`src/rtl/uibi_pkg.sv`:
```
// uibi_pkg: shared UIBI constants, master indices, bus modes and interconnect FSM encoding
package uibi_pkg;
  typedef enum logic [1:0] {IDLE = 2'b00, BUSY = 2'b01, DONE = 2'b10} uibi_state_e;
  localparam int UIBI_NM = 2;
  localparam int FETCH_NO = 0;
  localparam int LSU_NO = 1;
  localparam logic [2:0] BUS_FULL = 3'b111;
  localparam logic [2:0] BUS_HALF = 3'b011;
  localparam logic [2:0] BUS_QUARTER = 3'b001;
endpackage

```
`src/rtl/uibi_rr_picker.sv`:
```
// uibi_rr_picker: combinational round-robin pick of the first requester at or after ptr
module uibi_rr_picker
  import uibi_pkg::*;
#(
  parameter int NM = UIBI_NM,
  parameter int PW = 1
) (
  input  logic [NM-1:0] req_i,
  input  logic [PW-1:0] ptr_i,
  output logic          valid_o,
  output logic [PW-1:0] idx_o
);
  logic [PW-1:0] c;
  logic hit;
  assign valid_o = |req_i;
  always_comb begin
    idx_o = ptr_i;
    c = ptr_i;
    hit = 1'b0;
    for (int i = 0; i < NM; i++) begin
      if (!hit && req_i[c]) begin
        idx_o = c;
        hit = 1'b1;
      end
      c = (c == PW'(NM - 1)) ? '0 : c + 1'b1;
    end
  end
endmodule

```
`src/rtl/uibi_interconnect.sv`:
```
// uibi_interconnect: round-robin shared-bus interconnect routing one master transaction at a time to a slave
module uibi_interconnect
  import uibi_pkg::*;
#(
  parameter int XLEN = 32,
  parameter int SLAVE_WIDTH = 2,
  parameter int NM = UIBI_NM,
  localparam int NS = 1 << SLAVE_WIDTH,
  localparam int AW = XLEN - SLAVE_WIDTH,
  localparam int PW = (NM > 1) ? $clog2(NM) : 1
) (
  input  logic                         clk,
  input  logic                         rst,
  input  logic [NM*XLEN-1:0]           master_dat_i,
  output logic [NM*XLEN-1:0]           master_dat_o,
  input  logic [NM*AW-1:0]             master_addr,
  input  logic [NM*SLAVE_WIDTH-1:0]    master_num,
  input  logic [NM-1:0]                master_req,
  input  logic [NM-1:0]                master_wen,
  input  logic [NM*3-1:0]              master_mode,
  output logic [NM-1:0]                master_ready,
  input  logic [NS*XLEN-1:0]           slave_dat_o,
  output logic [NS*XLEN-1:0]           slave_dat_i,
  output logic [NS*AW-1:0]             slave_addr,
  output logic [NS-1:0]                slave_req,
  output logic [NS-1:0]                slave_wen,
  output logic [NS*3-1:0]              slave_mode,
  input  logic [NS-1:0]                slave_ready
);
  uibi_state_e state_q, state_d;
  logic [PW-1:0] rr_q, rr_d, g_q, g_d, win;
  logic [SLAVE_WIDTH-1:0] s_q, s_d;
  logic [XLEN-1:0] rdata_q, rdata_d;
  logic any_req;
  uibi_rr_picker #(.NM(NM), .PW(PW)) u_pick (
    .req_i(master_req),
    .ptr_i(rr_q),
    .valid_o(any_req),
    .idx_o(win)
  );
  always_ff @(posedge clk) begin
    if (rst) begin
      state_q <= IDLE;
      rr_q <= '0;
      g_q <= '0;
      s_q <= '0;
      rdata_q <= '0;
    end else begin
      state_q <= state_d;
      rr_q <= rr_d;
      g_q <= g_d;
      s_q <= s_d;
      rdata_q <= rdata_d;
    end
  end
  always_comb begin
    state_d = state_q;
    rr_d = rr_q;
    g_d = g_q;
    s_d = s_q;
    rdata_d = rdata_q;
    case (state_q)
      IDLE: if (any_req) begin
        state_d = BUSY;
        g_d = win;
        s_d = master_num[win*SLAVE_WIDTH +: SLAVE_WIDTH];
      end
      BUSY: if (!master_req[g_q]) state_d = IDLE;
      else if (slave_ready[s_q]) begin
        state_d = DONE;
        rdata_d = master_wen[g_q] ? '0 : slave_dat_o[s_q*XLEN +: XLEN];
      end
      DONE: begin
        state_d = IDLE;
        rr_d = (g_q == PW'(NM - 1)) ? '0 : g_q + 1'b1;
      end
      default: state_d = IDLE;
    endcase
  end
  always_comb begin
    slave_req = '0;
    slave_dat_i = '0;
    slave_addr = '0;
    slave_wen = '0;
    slave_mode = '0;
    master_ready = '0;
    master_dat_o = '0;
    if (state_q == BUSY) begin
      slave_req[s_q] = 1'b1;
      slave_wen[s_q] = master_wen[g_q];
      slave_dat_i[s_q*XLEN +: XLEN] = master_dat_i[g_q*XLEN +: XLEN];
      slave_addr[s_q*AW +: AW] = master_addr[g_q*AW +: AW];
      slave_mode[s_q*3 +: 3] = master_mode[g_q*3 +: 3];
    end
    if (state_q == DONE) begin
      master_ready[g_q] = 1'b1;
      master_dat_o[g_q*XLEN +: XLEN] = rdata_q;
    end
  end
endmodule

```
`config.mk`:
```
export PLATFORM = sky130hd
export DESIGN_NAME = uibi_interconnect
export DESIGN_NICKNAME = d
export VERILOG_FILES = /design/src/rtl/uibi_pkg.sv /design/src/rtl/uibi_rr_picker.sv /design/src/rtl/uibi_interconnect.sv
export SDC_FILE = /design/constraint.sdc
export NUM_CORES = 1
export LEC_CHECK = 0
export BUFFER_PORTS_ARGS = -buffer_cell sky130_fd_sc_hd__buf_2
export CAP_MARGIN = 20
export CORE_AREA = 2 2 234 236
export CTS_CLUSTER_DIAMETER = 120
export DETAILED_ROUTE_END_ITERATION = 8
export DIE_AREA = 0 0 236 238
export PLACE_DENSITY = 0.32
export SLEW_MARGIN = 20
export SYNTH_ARGS = -nofsm -noshare
export SYNTH_HDL_FRONTEND = slang
export SYNTH_SLANG_ARGS = --single-unit
```
`constraint.sdc`:
```
create_clock -name clk -period 3.8 [get_ports clk]
set_input_delay 1.14 -clock clk [delete_from_list [all_inputs] [get_ports clk]]
set_output_delay 1.14 -clock clk [all_outputs]
set_load 0.02 [all_outputs]
```
# ---- Word level (Yosys, flattened, before mapping)
# Index checks and enable logic that the tools add are counted.
# W data, S select, Z words.
dict set report totals {
  reg_bits 38
  out_inout_bits 334
  wordCells 82
  in_bits 272
}
dict set report classes {
  n_addsub 6
  reduce_logical 9
  muxes 30
  bitwise 5
  shift 13
  magnitude_cmp 6
  mul 4
  eq_ne 4
}
# cell n
set ops {}
lappend ops {{$and A128 B128 Y128} 1}
lappend ops {{$mux W128} 1}
lappend ops {{$shift A32 B34 Y128 const A} 1}
lappend ops {{$shiftx A128 B8 Y32} 1}
lappend ops {{$shiftx A32 B34 Y128} 1}
lappend ops {{$and A120 B120 Y120} 1}
lappend ops {{$mux W120} 1}
lappend ops {{$shift A30 B34 Y120 const A} 1}
lappend ops {{$shiftx A30 B34 Y120} 1}
lappend ops {{$neg A7 Y34} 2}
lappend ops {{$and A64 B64 Y64} 1}
lappend ops {{$mux W64} 1}
lappend ops {{$shift A32 B34 Y64 const A} 1}
lappend ops {{$shiftx A32 B34 Y64} 1}
lappend ops {{$shiftx A64 B7 Y32} 1}
lappend ops {{$shiftx A60 B7 Y30} 1}
lappend ops {{$neg A4 Y34} 1}
lappend ops {{$neg A6 Y34} 1}
lappend ops {{$shift A3 B34 Y12 const A} 1}
lappend ops {{$shiftx A3 B34 Y12} 1}
lappend ops {{$mux W32} 1}
lappend ops {{$mux W1} 15}
lappend ops {{$and A12 B12 Y12} 1}
lappend ops {{$mux W12} 1}
lappend ops {{other kinds (28)} 38}

# ---- Logic depth before layout (Yosys ltp)
dict set report depth {
  ltp_word 7
  ltp_mapped 12
  depth_no_buf 6
}

# ---- Hierarchy
# From an unflattened synthesis, not the netlist that was laid out.
dict set report unflattened {
  cells_unflattened 920
  hier_area_um2 6672.6
}
# module area_each_um2 cells_each instances seq_area_each_um2
set modules_own_cells {}
lappend modules_own_cells {uibi_interconnect 6653.9 916 1 760.7}
lappend modules_own_cells {uibi_rr_picker 18.8 4 1 0.0}

# ---- Least setup slack after synthesis
# OpenSTA, ideal clock, no wires.
dict set report synth_path {
  path_kind {register to output}
  startpoint {reg s_q[1]}
  endpoint {out slave_addr[58]}
  t_arrival_ns 3.481
  t_required_ns 2.660
  path_stages_with_launch 10
  n_path_buf 3
  slack_ns -0.821
  path_cell_list {dfxtp_1 -> clkbuf_1 -> clkbuf_1 -> inv_1 -> ha_1 -> or3b_1 -> clkbuf_1 -> o22ai_1 -> o21ai_1 -> a2111oi_0}
}
dict set report synth_between {
  elab_chain_len 5
  elab_cells_between_ends 6
  cone_classes {add/sub (1); mul (1); shift (2); mux (1); bitwise (1)}
}
# item line_no
set synth_lines {}
lappend synth_lines {{from (decl)} uibi_interconnect.sv:32} ;# logic [SLAVE_WIDTH-1:0] s_q, s_d;
lappend synth_lines {{from (signal assigned)} uibi_interconnect.sv:46} ;# s_q <= '0;
lappend synth_lines {{from (signal assigned)} uibi_interconnect.sv:52} ;# s_q <= s_d;
lappend synth_lines {{$mul A2 B4 Y6 *} uibi_interconnect.sv:92} ;# slave_addr[s_q*AW +: AW] = master_addr[g_q*AW +: AW];
lappend synth_lines {{$neg A7 Y34 *} uibi_interconnect.sv:92}
lappend synth_lines {{$shiftx A30 B34 Y120 / $shift A30 B34 Y120 (equally long branches)} uibi_interconnect.sv:92}
lappend synth_lines {{$and A120 B120 Y120 (no line) *} -}
lappend synth_lines {{$mux W120 *} uibi_interconnect.sv:88} ;# if (state_q == BUSY) begin
lappend synth_lines {{to (decl)} uibi_interconnect.sv:24} ;# output logic [NS*AW-1:0] slave_addr,
# Mark *: on every way between the ends. The rest lies on a longest branch, timed or not.

# ---- Worst setup path in the final report
dict set report layout_path {
  startpoint {in master_addr[36]}
  endpoint {out slave_addr[68]}
}
dict set report layout_between {
  elab_chain_len 4
}
# item line_no
set layout_lines {}
lappend layout_lines {{from (decl)} uibi_interconnect.sv:16} ;# input logic [NM*AW-1:0] master_addr,
lappend layout_lines {{$shiftx A60 B7 Y30} uibi_interconnect.sv:92}
lappend layout_lines {{$shiftx A30 B34 Y120} uibi_interconnect.sv:92}
lappend layout_lines {{$and A120 B120 Y120 (no line)} -}
lappend layout_lines {{$mux W120} uibi_interconnect.sv:88}
# Every way passes these cells.

==> metrics.md <==
| Metric | Value |
|---|---|
| Outcome | `finished with violations` |
| Failing checks | `setup timing` |
| Most used DFF post-synth | `dfxtp_1` |
| Flop pwr share | `0.163` |
| Slew Viols, Final | `0` |
| Fin area | `0.01128 mm²` |
| Post-DP HPWL | `38370 µm` |
| Worst rel slew slack | `0.4635` |
| Total power | `2.667 mW` |
| Clk Latency, worst-skew pair | `0.29 ns` |
| CP endpoint kind | `output port` |
| EDFF count, synth | `0` |
| Sink count of the clock tree | `38` |
| Post-synth top area share | `0.2015` |
| Synth-to-layout area growth | `71.11%` |
| CP max stage delay | `0.52 ns` |
| Iteration-0 DRC Markers | `around 430` |
| Clock tree root buffer cell | `clkbuf_16` |
| Peak VDD IR | `about 0.14 mV` |
| Fin Hold WS | `0.4638 ns` |
| GR Overflow Total | `0` |
| Inserted Clock Buffers | `5` |
| CTS tree | `built` |
| Reg2Reg Depth | `7` |
| Drt pass-1 iters | `5` |
| GPL Wtd Cong | `between 0.8 and 0.9` |
| Top post-synthesis cells by area | `mux4_2 (20%), nor2_1 (16%), dfxtp_1 (12%)` |
| Worst-Margin Slew | `0.8048 ns` |
| Worst EP required | `between 2 and 3 ns` |
| Die height | `between 200 and 250 µm` |
| Leak | `~5.5 nW` |
| Syn nets | `about 1.2k` |
| Placed cells | `approximately 2.2k` |
| Async S/R FF share, synth | `0` |
| Syn Std Cell Area | `0.006595 mm²` |
| Row cnt | `85` |
| Full die area | `0.05617 mm²` |
| Register bit total from synthesis | `38` |
| Most common cell after layout, fill and taps aside | `buf_2` |
| Vias in the first global route | `between 9k and 10k` |
| Max Cap Violations | `0` |
| Initial Util | `0.1233` |
| Max Buffers Root-to-Sink | `2` |
| Worst R2R End | `rdata_q[23]` |
| Layout Cells excl Fill | `about 2.3k` |
| Wire length per cell | `approximately 21 µm` |
| Crit path cell chain | `buf_6 -> mux4_2 -> a222oi_1 -> buf_4 -> or2_4 -> nor2_2 -> buf_6` |
| Crit share post-route | `1.001` |
| Crit path capture | `slave_addr[68]` |
| Hold_buf cts | `0` |
| Vias per cell | `approximately 4.3` |
| Average instance area after synthesis | `7.061 µm²` |
| Reg clk slew, reported paths | `roughly 0.060 ns` |
| Yosys cell types | `54` |
| Final setup fails | `2` |
| Clock skew | `~0.0048 ns` |
| Port buffer count | `605` |
| Sw Share | `0.4497` |
| Seq/Total Area, Yosys | `0.1153` |
| Share of cells above drive strength 1 | `0.5434` |
| Syn. warnings | `0` |
| Critical Path Stages | `7` |
| Net Switching | `1.199 mW` |
| NumNets Final | `between 1.5k and 2k` |
| Commonest cells after routing, fill and taps aside | `buf_2 (597), nor2_1 (268), buf_4 (97), mux2i_1 (71), and2_1 (71)` |
| RSZ-0062 raised after global routing | `yes` |
| CP max FO | `2` |
| Largest area contributor in the netlist | `mux4_2` |
| Pwr/cell area | `between 200 and 250 mW/mm²` |
| Hold WC Path Type | `reg2reg` |
| Via count | `around 9.6k` |
| Most common cell on crit path | `buf_6` |
| Number of antenna violations at the first check in global routing | `6` |
| Tmin final | `3.806 ns` |
| CTS H-tree depth | `2` |
| Largest net degree at the start of global routing | `39` |
| Post-Syn Instances | `934` |
| Register-to-register setup slack | `a little over 1 ns` |
| CP startpoint kind | `primary input` |
| CP bufs+invs | `3` |
| First-pass GRT wire length | `65200 µm` |
| Hold Violations, Final | `0` |
| Total Wirelength | `between 40000 and 50000 µm` |
| Reg-to-reg critical path startpoint | `s_q[0]` |
| All-layer global routing usage | `0.1546` |
| Routed Antenna Nets | `0` |
| Delay-heaviest family, CP | `multiplexers` |
| CP max stage cell | `mux4_2` |
| Die width | `~240 µm` |
| Gate power share | `0.658` |
| DRC | `0` |
| P_int | `approximately 1.5 mW` |
| WS Path Type | `in2out` |
| Core area | `about 0.053 mm²` |
| Highest Clock Rate | `roughly 260 MHz` |
| CP Data Arrival Time | `around 2.7 ns` |
| Worst setup startpoint | `master_addr[36]` |
| Fin worst setup slack | `-0.005521 ns` |
| # IOs | `606` |
| Clock share of power | `0.179` |
| Placed cell area | `0.01095 mm²` |
## sequential cells by signal (all words and copies together), names as in the netlist
register / cells
s_q: 2
rr_q: 1
state_q: 2
g_q: 1
rdata_q: 32
## repair_timing
action,4_1_cts,5_1_grt
gates cloned,0,0
pin swaps,6,5
setup endpoints to repair,42,24
endpoints found under the hold margin,0,0
gates resized for setup,13,16
buffers inserted,1,5
## layer usage
metal	vias up	GRT usage	part of all wire
met5	-	0	0.00028
met4	2	0.03185	0.014
met3	28	0.02510	0.060
met2	413	0.2777	0.51
met1	4664	0.1940	0.42
li1	4501	-	-
## Yosys cell counts, drive strengths merged, types with 23 or more instances
library cell / number
nor2: 278
mux2i: 72
and2: 71
clkbuf: 67
mux4: 59
a21oi: 55
nand2: 53
or2: 40
dfxtp: 38
nand3: 38
o22ai: 31
buf: 23
## worst register-to-register path: cells and delay by family (launching register included)
| family | cells | cell delay (ns) |
|---|---|---|
| compound gates | 1 | 0.10 |
| simple gates | 2 | 0.41 |
| buf+inv | 3 | 1.10 |
| mux | 1 | 0.66 |
| flops | 1 | 0.36 |
## final cells by class
type                            count  area [µm²]
Tap cell                          696       870.8
Timing Repair Buffer              706        3895
Multi-Input combinational cell    798        5550
Fill cell                        6184       42210
Sequential cell                    38       769.5
Inverter                            8       32.53
Antenna cell                        1       2.502
Clock buffer                        7       163.9
## power by group through the flow
stage	Clock, mW	Combinational (mW)	Sequential [mW]
5_1_grt	0.510	1.90	0.437
6_report	0.479	1.75	0.434
2_1_floorplan	0	0.990	0.432
3_3_place_gp	0	1.73	0.442
3_5_place_dp	0	1.72	0.443
4_1_cts	0.501	1.75	0.434
## logic make-up after synthesis
family                   count (synthesis)  synth area share
XOR/XNOR                                 2          0.002657
AND/OR/NAND/NOR                        528            0.3692
buffers and inverters                   98           0.06374
AO/OA/AOI/OAI                          125            0.1165
multiplexers                           134            0.3159
flip-flops                              38            0.1153
adder cells (fa/ha/maj)                  9           0.01670
## stage by stage
step / TNS, ns / worst slack, ns / utilization
after floorplan: 0 / 0.001540 / -
after global placement: -0.2607 / -0.1241 / 0.2047
after detailed placement: -0.1725 / -0.08261 / 0.2047
after CTS: -0.1957 / -0.09884 / 0.2090
after global routing: -0.2330 / -0.1192 / 0.2109
final: -0.006950 / -0.005521 / 0.2109
## worst min path at each step
| stage | start | endpoint | slack, ns | depth (start not counted) |
|---|---|---|---|---|
| after global routing | rdata_q[14] | rdata_q[14] | 0.49 | 2 |
| after CTS | rdata_q[9] | rdata_q[9] | 0.47 | 2 |
| after global placement | rdata_q[20] | rdata_q[20] | 0.45 | 2 |
| after floorplan | rdata_q[0] | rdata_q[0] | 0.44 | 2 |
| final | rdata_q[9] | rdata_q[9] | 0.46 | 2 |
| after detailed placement | rdata_q[21] | rdata_q[21] | 0.46 | 2 |
Note: power is estimated with default switching activity, not from simulation.
